## config.mk

```make
export PLATFORM = sky130hd
export DESIGN_NAME = pipe_ctrl
export DESIGN_NICKNAME = d
export VERILOG_FILES = /design/src/rtl/pipe_ctrl_pkg.sv /design/src/rtl/pipe_hazard_det.sv /design/src/rtl/pipe_ctrl.sv
export SDC_FILE = /design/constraint.sdc
export NUM_CORES = 1
export LEC_CHECK = 0
export BUFFER_PORTS_ARGS = -buffer_cell sky130_fd_sc_hd__buf_4
export CAP_MARGIN = 20
export CORE_UTILIZATION = 48
export DETAILED_ROUTE_END_ITERATION = 7
export PLACE_DENSITY = 0.82
export RECOVER_POWER = 100
export SETUP_SLACK_MARGIN = 0.5
export SLEW_MARGIN = 20
export SYNTH_ARGS = -nofsm -noshare
export SYNTH_HDL_FRONTEND = slang
export SYNTH_SLANG_ARGS = --single-unit
export TNS_END_PERCENT = 100
```

## constraint.sdc

```tcl
create_clock -name clk -period 2.9 [get_ports clk]
set_input_delay 0.29 -clock clk [delete_from_list [all_inputs] [get_ports clk]]
set_output_delay 0.29 -clock clk [all_outputs]
set_load 0.02 [all_outputs]
```

## src/rtl/pipe_ctrl_pkg.sv

```systemverilog
// Shared pipeline control package: FSM state encoding, default mul/div latency,
// per-cycle control cause and the cause -> enable/flush mapping.
package pipe_ctrl_pkg;

  localparam int unsigned MD_LAT_DEFAULT = 32;
  localparam int          MD_CNT_W       = 8;

  // state      | meaning
  // ST_RUN     | pipeline advancing, stalling or flushing on single-cycle events
  // ST_MD_BUSY | multi-cycle mul/div holds EX, md_cnt counts remaining hold cycles
  typedef enum logic [0:0] {
    ST_RUN     = 1'b0,
    ST_MD_BUSY = 1'b1
  } pipe_state_e;

  // Winning event for the current cycle, highest priority first.
  typedef enum logic [2:0] {
    CAUSE_RST      = 3'd0,
    CAUSE_DMEM     = 3'd1,
    CAUSE_MD       = 3'd2,
    CAUSE_REDIR    = 3'd3,
    CAUSE_LOAD_USE = 3'd4,
    CAUSE_IMEM     = 3'd5,
    CAUSE_NORM     = 3'd6
  } ctrl_cause_e;

  typedef struct packed {
    logic pc_en;
    logic if_id_en;
    logic id_ex_en;
    logic ex_mem_en;
    logic mem_wb_en;
    logic if_id_flush;
    logic id_ex_flush;
    logic ex_mem_flush;
    logic mem_wb_flush;
  } ctrl_t;

  // Enables then flushes; a flush always wins over the enable of its register.
  function automatic ctrl_t ctrl_for(input ctrl_cause_e cause);
    ctrl_t c;
    c = 9'b11111_0000;
    case (cause)
      CAUSE_RST:      c = 9'b00000_1111;
      CAUSE_DMEM:     c = 9'b00001_0001;
      CAUSE_MD:       c = 9'b00001_0010;
      CAUSE_REDIR:    c = 9'b11111_1100;
      CAUSE_LOAD_USE: c = 9'b00111_0100;
      CAUSE_IMEM:     c = 9'b01111_1000;
      CAUSE_NORM:     c = 9'b11111_0000;
      default:        c = 9'b11111_0000;
    endcase
    return c;
  endfunction

endpackage

```

## src/rtl/pipe_hazard_det.sv

```systemverilog
// Load-use hazard detector: flags an ID source that reads the register a load
// in EX has not yet produced. Purely combinational.
module pipe_hazard_det #(
  parameter int REG_ADDR_W = 5
) (
  input  logic [REG_ADDR_W-1:0] rs1_addr,
  input  logic [REG_ADDR_W-1:0] rs2_addr,
  input  logic                  rs1_used,
  input  logic                  rs2_used,
  input  logic [REG_ADDR_W-1:0] rd_addr,
  input  logic                  ex_load,
  output logic                  load_use
);

  logic rs1_hit;
  logic rs2_hit;
  logic rd_live;

  // x0 is hardwired to zero, so a load targeting it never creates a dependency.
  assign rd_live  = (rd_addr != '0);
  assign rs1_hit  = rs1_used && (rs1_addr == rd_addr);
  assign rs2_hit  = rs2_used && (rs2_addr == rd_addr);
  assign load_use = ex_load && rd_live && (rs1_hit || rs2_hit);

endmodule

```

## src/rtl/pipe_ctrl.sv

```systemverilog
// Five-stage pipeline stall/flush controller with multi-cycle mul/div hold.
// Optional performance counters (stall_cnt, flush_cnt) under PIPE_CTRL_PERF_EN.
//
// state      | meaning
// ST_RUN     | normal operation, single-cycle hazards resolved combinationally
// ST_MD_BUSY | mul/div occupying EX; held until md_cnt reaches 0
module pipe_ctrl
  import pipe_ctrl_pkg::*;
#(
  parameter int REG_ADDR_W = 5,
  parameter int MD_LAT     = MD_LAT_DEFAULT
) (
  input  logic                  clk,
  input  logic                  rst,
  input  logic [REG_ADDR_W-1:0] id_rs1_addr,
  input  logic [REG_ADDR_W-1:0] id_rs2_addr,
  input  logic                  id_rs1_used,
  input  logic                  id_rs2_used,
  input  logic [REG_ADDR_W-1:0] ex_rd_addr,
  input  logic                  ex_load,
  input  logic                  ex_redirect,
  input  logic                  ex_md_start,
  input  logic                  imem_ready,
  input  logic                  dmem_busy,
  output logic                  pc_en,
  output logic                  if_id_en,
  output logic                  id_ex_en,
  output logic                  ex_mem_en,
  output logic                  mem_wb_en,
  output logic                  if_id_flush,
  output logic                  id_ex_flush,
  output logic                  ex_mem_flush,
  output logic                  mem_wb_flush
`ifdef PIPE_CTRL_PERF_EN
  ,
  output logic [31:0]           stall_cnt,
  output logic [31:0]           flush_cnt
`endif
);

  // A one-cycle mul/div never needs a hold, so the start request is dropped.
  localparam bit MD_EN = (MD_LAT > 1);
  localparam logic [MD_CNT_W-1:0] MD_LOAD = MD_EN ? MD_CNT_W'(MD_LAT - 2) : '0;

  pipe_state_e         state;
  pipe_state_e         state_nxt;
  logic [MD_CNT_W-1:0] md_cnt;
  logic [MD_CNT_W-1:0] md_cnt_nxt;
  ctrl_cause_e         cause;
  ctrl_t               ctrl;
  logic                load_use;

  pipe_hazard_det #(
    .REG_ADDR_W (REG_ADDR_W)
  ) u_hazard (
    .rs1_addr (id_rs1_addr),
    .rs2_addr (id_rs2_addr),
    .rs1_used (id_rs1_used),
    .rs2_used (id_rs2_used),
    .rd_addr  (ex_rd_addr),
    .ex_load  (ex_load),
    .load_use (load_use)
  );

  always_ff @(posedge clk) begin
    if (rst) begin
      state  <= ST_RUN;
      md_cnt <= '0;
    end else begin
      state  <= state_nxt;
      md_cnt <= md_cnt_nxt;
    end
  end

  always_comb begin
    state_nxt  = state;
    md_cnt_nxt = md_cnt;
    cause      = CAUSE_NORM;
    if (rst) begin
      cause = CAUSE_RST;
    end else if (dmem_busy) begin
      cause = CAUSE_DMEM;
    end else if (state == ST_MD_BUSY) begin
      // The final hold cycle lets the result advance; a new start is not taken here.
      if (md_cnt != '0) begin
        cause      = CAUSE_MD;
        md_cnt_nxt = md_cnt - 8'd1;
      end else begin
        cause     = CAUSE_NORM;
        state_nxt = ST_RUN;
      end
    end else if (MD_EN && ex_md_start) begin
      cause      = CAUSE_MD;
      state_nxt  = ST_MD_BUSY;
      md_cnt_nxt = MD_LOAD;
    end else if (ex_redirect) begin
      cause = CAUSE_REDIR;
    end else if (load_use) begin
      cause = CAUSE_LOAD_USE;
    end else if (!imem_ready) begin
      cause = CAUSE_IMEM;
    end
  end

  assign ctrl         = ctrl_for(cause);
  assign pc_en        = ctrl.pc_en;
  assign if_id_en     = ctrl.if_id_en;
  assign id_ex_en     = ctrl.id_ex_en;
  assign ex_mem_en    = ctrl.ex_mem_en;
  assign mem_wb_en    = ctrl.mem_wb_en;
  assign if_id_flush  = ctrl.if_id_flush;
  assign id_ex_flush  = ctrl.id_ex_flush;
  assign ex_mem_flush = ctrl.ex_mem_flush;
  assign mem_wb_flush = ctrl.mem_wb_flush;

`ifdef PIPE_CTRL_PERF_EN
  always_ff @(posedge clk) begin
    if (rst) begin
      stall_cnt <= '0;
      flush_cnt <= '0;
    end else begin
      if (!ctrl.pc_en) stall_cnt <= stall_cnt + 32'd1;
      if (cause == CAUSE_REDIR) flush_cnt <= flush_cnt + 32'd1;
    end
  end
`endif

endmodule

```

==> impl_metrics.csv <==
group,metric,value,unit
critical_path,critPathMaxFanout,13,
clocking,cts_tree,"yes",
critical_path,crit_type,"flip-flop to flip-flop",
timing,worst_slew_pin_slew,0.622,ns
clocking,clkSlewWorstSetupHoldPaths,0.06,ns
timing,rsz0062_at_grt,"false",
timing,hold_viol_final,0,
layout,n_antenna_cell,0,
clocking,cts_root_buf,"clkbuf_4",
floorplanning,fp.dieArea,1600,µm²
floorplanning,die_w,40,µm
placement,hpwl,1.34,mm
timing,slew_headroom,0.585,
power_and_ir_drop,vdd_drop_max,259,µV
global_route,global_route.overflow_total,0,
critical_path,worst-path-buf-inv,2,
layout,drive_gt1_frac,0.236,
layout,finish.instance_area,920,µm²
detailed_routing,via_per_inst,5.57,
clocking,clock_latency,0.27,ns
power_and_ir_drop,p_leak,0.390,nW
timing,fin_setup_tns,0,ns
timing,fin_skew,0.00650,ns
global_route,grt_pass1_vias,619,
global_route,grt_pass1_wl,2.49,mm
clocking,clock-sinks,9,
critical_path,slowest_delay,0.52,ns
detailed_routing,drt_iter0_markers,13,
clocking,cts_resized,0,
timing,finalSetupViolCount,0,
clocking,clockBufferDepth,2,
logic_synthesis,syn_inst,90,
floorplanning,dieHeight,40,µm
detailed_routing,drtAntennaViolNets,0,
timing,fin_crit,2.40,ns
global_route,track_usage,0.237,
critical_path,required,3.10,ns
critical_path,cp-end-kind,"flip-flop",
logic_synthesis,synth_edf_count,0,
floorplanning,io_pins,33,
flow_run,max-cap-violations,0,
status,status,"completed",
critical_path,cp-start-kind,"flip-flop",
power_and_ir_drop,power_density,406,nW/µm²
worst_hold_path,hp-class,"primary input to flip-flop",
floorplanning,rows,13,
logic_synthesis,ys_types,33,
logic_synthesis,synth_area,693,µm²
placement,dp_cells,134,
logic_synthesis,seq_area_frac_synth,0.260,
placement,port_buffers,32,
logic_synthesis,synthArstFlopShare,0,
critical_path,critPathArrivalTime,2.60,ns
floorplanning,start_util,0.526,
placement,post_dp_cell_area,937,µm²
layout,area_delta_synth_final,32.7,%
timing,max_freq,417,MHz
logic_synthesis,avgSynthCellArea,7.70,µm²
layout,final_cells,138,
global_route,grt_max_degree,14,
critical_path,cp_cell_sequence,"inv_1, ha_1, and3b_1, a311oi_1, clkbuf_1, nand2_1, or3_1, a21oi_1",
critical_path,critical_path.slowest_cell,"clkbuf_1",
detailed_routing,vias,769,
clocking,numCtsBuffers,3,
logic_synthesis,ys_warn_count,0,
layout,final_nets,149,
detailed_routing,wl_per_cell,12.2,µm
clocking,cts_post_setup_buffers_inserted,0,
detailed_routing,remaining_drc_errors,0,
detailed_routing,firstDrtPassIters,4,
logic_synthesis,ys_seq_elements,9,
layout,final_util,0.698,
timing,timing_max_transition_violations_final,0,
clocking,htreeDepth,1,
power_and_ir_drop,p_total,0.373,mW
detailed_routing,wl,1.69,mm
placement,place_congestion,0.795,
floorplanning,core,1320,µm²
global_route,antenna_found_initial,0,
clocking,cts_hold_buf,0,
logic_synthesis,synth_ff_type,"dfxtp_1",
timing,layout_worst_path_cycle_share,0.827,
critical_path,cp_top_family,"simple AND/OR/NAND/NOR gates",
logic_synthesis,synthesis.nets,115,
metal layers:
metal / track usage / part of all wire / vias up
met1: 0.264 / 0.42 / 349
met5: 0 / 0 / -
met2: 0.427 / 0.52 / 25
met3: 0.0667 / 0.048 / 2
li1: - / - / 393
met4: 0.0776 / 0.0083 / 0
worst paths after layout:
kind         startpoint        end  slack [ns]  depth (start not counted)
max           md_cnt[0]  md_cnt[5]        0.50                          8
min                 rst      state        0.26                          2
max reg2reg   md_cnt[0]  md_cnt[5]        0.50                          8
min reg2reg   md_cnt[7]  md_cnt[7]        0.51                          2
flip-flops by register name, indices dropped and copies added, names as in the netlist:
name,cells
md_cnt,8
state,1
stage by stage:
| step | hold slack, ns | setup WS (ns) |
|---|---|---|
| floorplan | 0.434 | 1.07 |
| global placement | 0.483 | 0.948 |
| detailed placement | 0.505 | 0.898 |
| CTS | 0.261 | 0.857 |
| global route | 0.274 | 0.392 |
| finish | 0.265 | 0.503 |
layout make-up:
| type | count | area, µm² |
|---|---|---|
| Clock buffer | 4 | 26.3 |
| Fill cell | 117 | 398 |
| Inverter | 6 | 22.5 |
| Multi-Input combinational cell | 71 | 462 |
| Sequential cell | 9 | 180 |
| Tap cell | 15 | 18.8 |
| Timing Repair Buffer | 33 | 210 |
cells in the mapped netlist, types with 2 or more instances:
master,n,share of area
nor2_1,13,0.070
nor4_1,3,0.027
nand3_1,2,0.014
dfxtp_1,9,0.26
a311oi_1,2,0.025
xor2_1,9,0.11
nand2_1,2,0.011
o21ai_0,4,0.029
buf_4,2,0.022
nor3_1,2,0.014
clkbuf_1,2,0.011
a21oi_1,7,0.051
nand2b_1,3,0.027
or3_1,2,0.018
inv_1,6,0.032
o31ai_1,2,0.022
xnor2_1,4,0.051
kinds of logic (layout without fill, tap and decap cells):
| family | count (synthesis) | after routing | synth area share |
|---|---|---|---|
| buffers and inverters | 10 | 43 | 0.0650 |
| XOR/XNOR | 13 | 13 | 0.164 |
| adder cells (fa/ha/maj) | 1 | 1 | 0.0180 |
| flip-flops | 9 | 9 | 0.260 |
| AO/OA/AOI/OAI | 22 | 22 | 0.218 |
| AND/OR/NAND/NOR | 35 | 35 | 0.274 |
placed cells by master (no fill, tap or decap):
| master | synthesis | routed |
|---|---|---|
| dfxtp_1 | 9 | 9 |
| clkbuf_1 | 2 | 11 |
| o21ai_1 | 1 | 1 |
| nand2b_1 | 3 | 3 |
| xor2_1 | 9 | 9 |
| nor2_1 | 13 | 13 |
| a211oi_1 | 1 | 1 |
| a211o_1 | 1 | 1 |
| a21oi_1 | 7 | 7 |
| a311oi_1 | 2 | 3 |
| and2_0 | 1 | 1 |
| or2_2 | 1 | 1 |
| nand4_1 | 1 | 1 |
| nor3_1 | 2 | 2 |
| nor4b_1 | 1 | 1 |
| xnor2_1 | 4 | 4 |
| ha_1 | 1 | 1 |
| a41o_1 | 1 | 1 |
| nand3_1 | 2 | 2 |
| o31ai_1 | 2 | 2 |
| nor3b_1 | 1 | 1 |
| nand2_1 | 2 | 2 |
| o21ai_0 | 4 | 4 |
| inv_1 | 6 | 6 |
| a31o_2 | 1 | 1 |
| buf_4 | 2 | 23 |
| nor4_1 | 3 | 3 |
| or4_1 | 1 | 1 |
| and3b_1 | 1 | 1 |
| nor4_2 | 1 | 1 |
| a32oi_1 | 1 | 1 |
| or3_1 | 2 | 2 |
| clkbuf_4 | 0 | 3 |
where the power goes:
part | internal [mW] | switching, mW | leakage [nW]
combinational | 0.0598 | 0.0652 | 0.301
sequential | 0.135 | 0.0139 | 0.0740
clock | 0.0532 | 0.0466 | 0.0150
total | 0.248 | 0.126 | 0.390
Note: power is estimated with default switching activity, not from simulation.
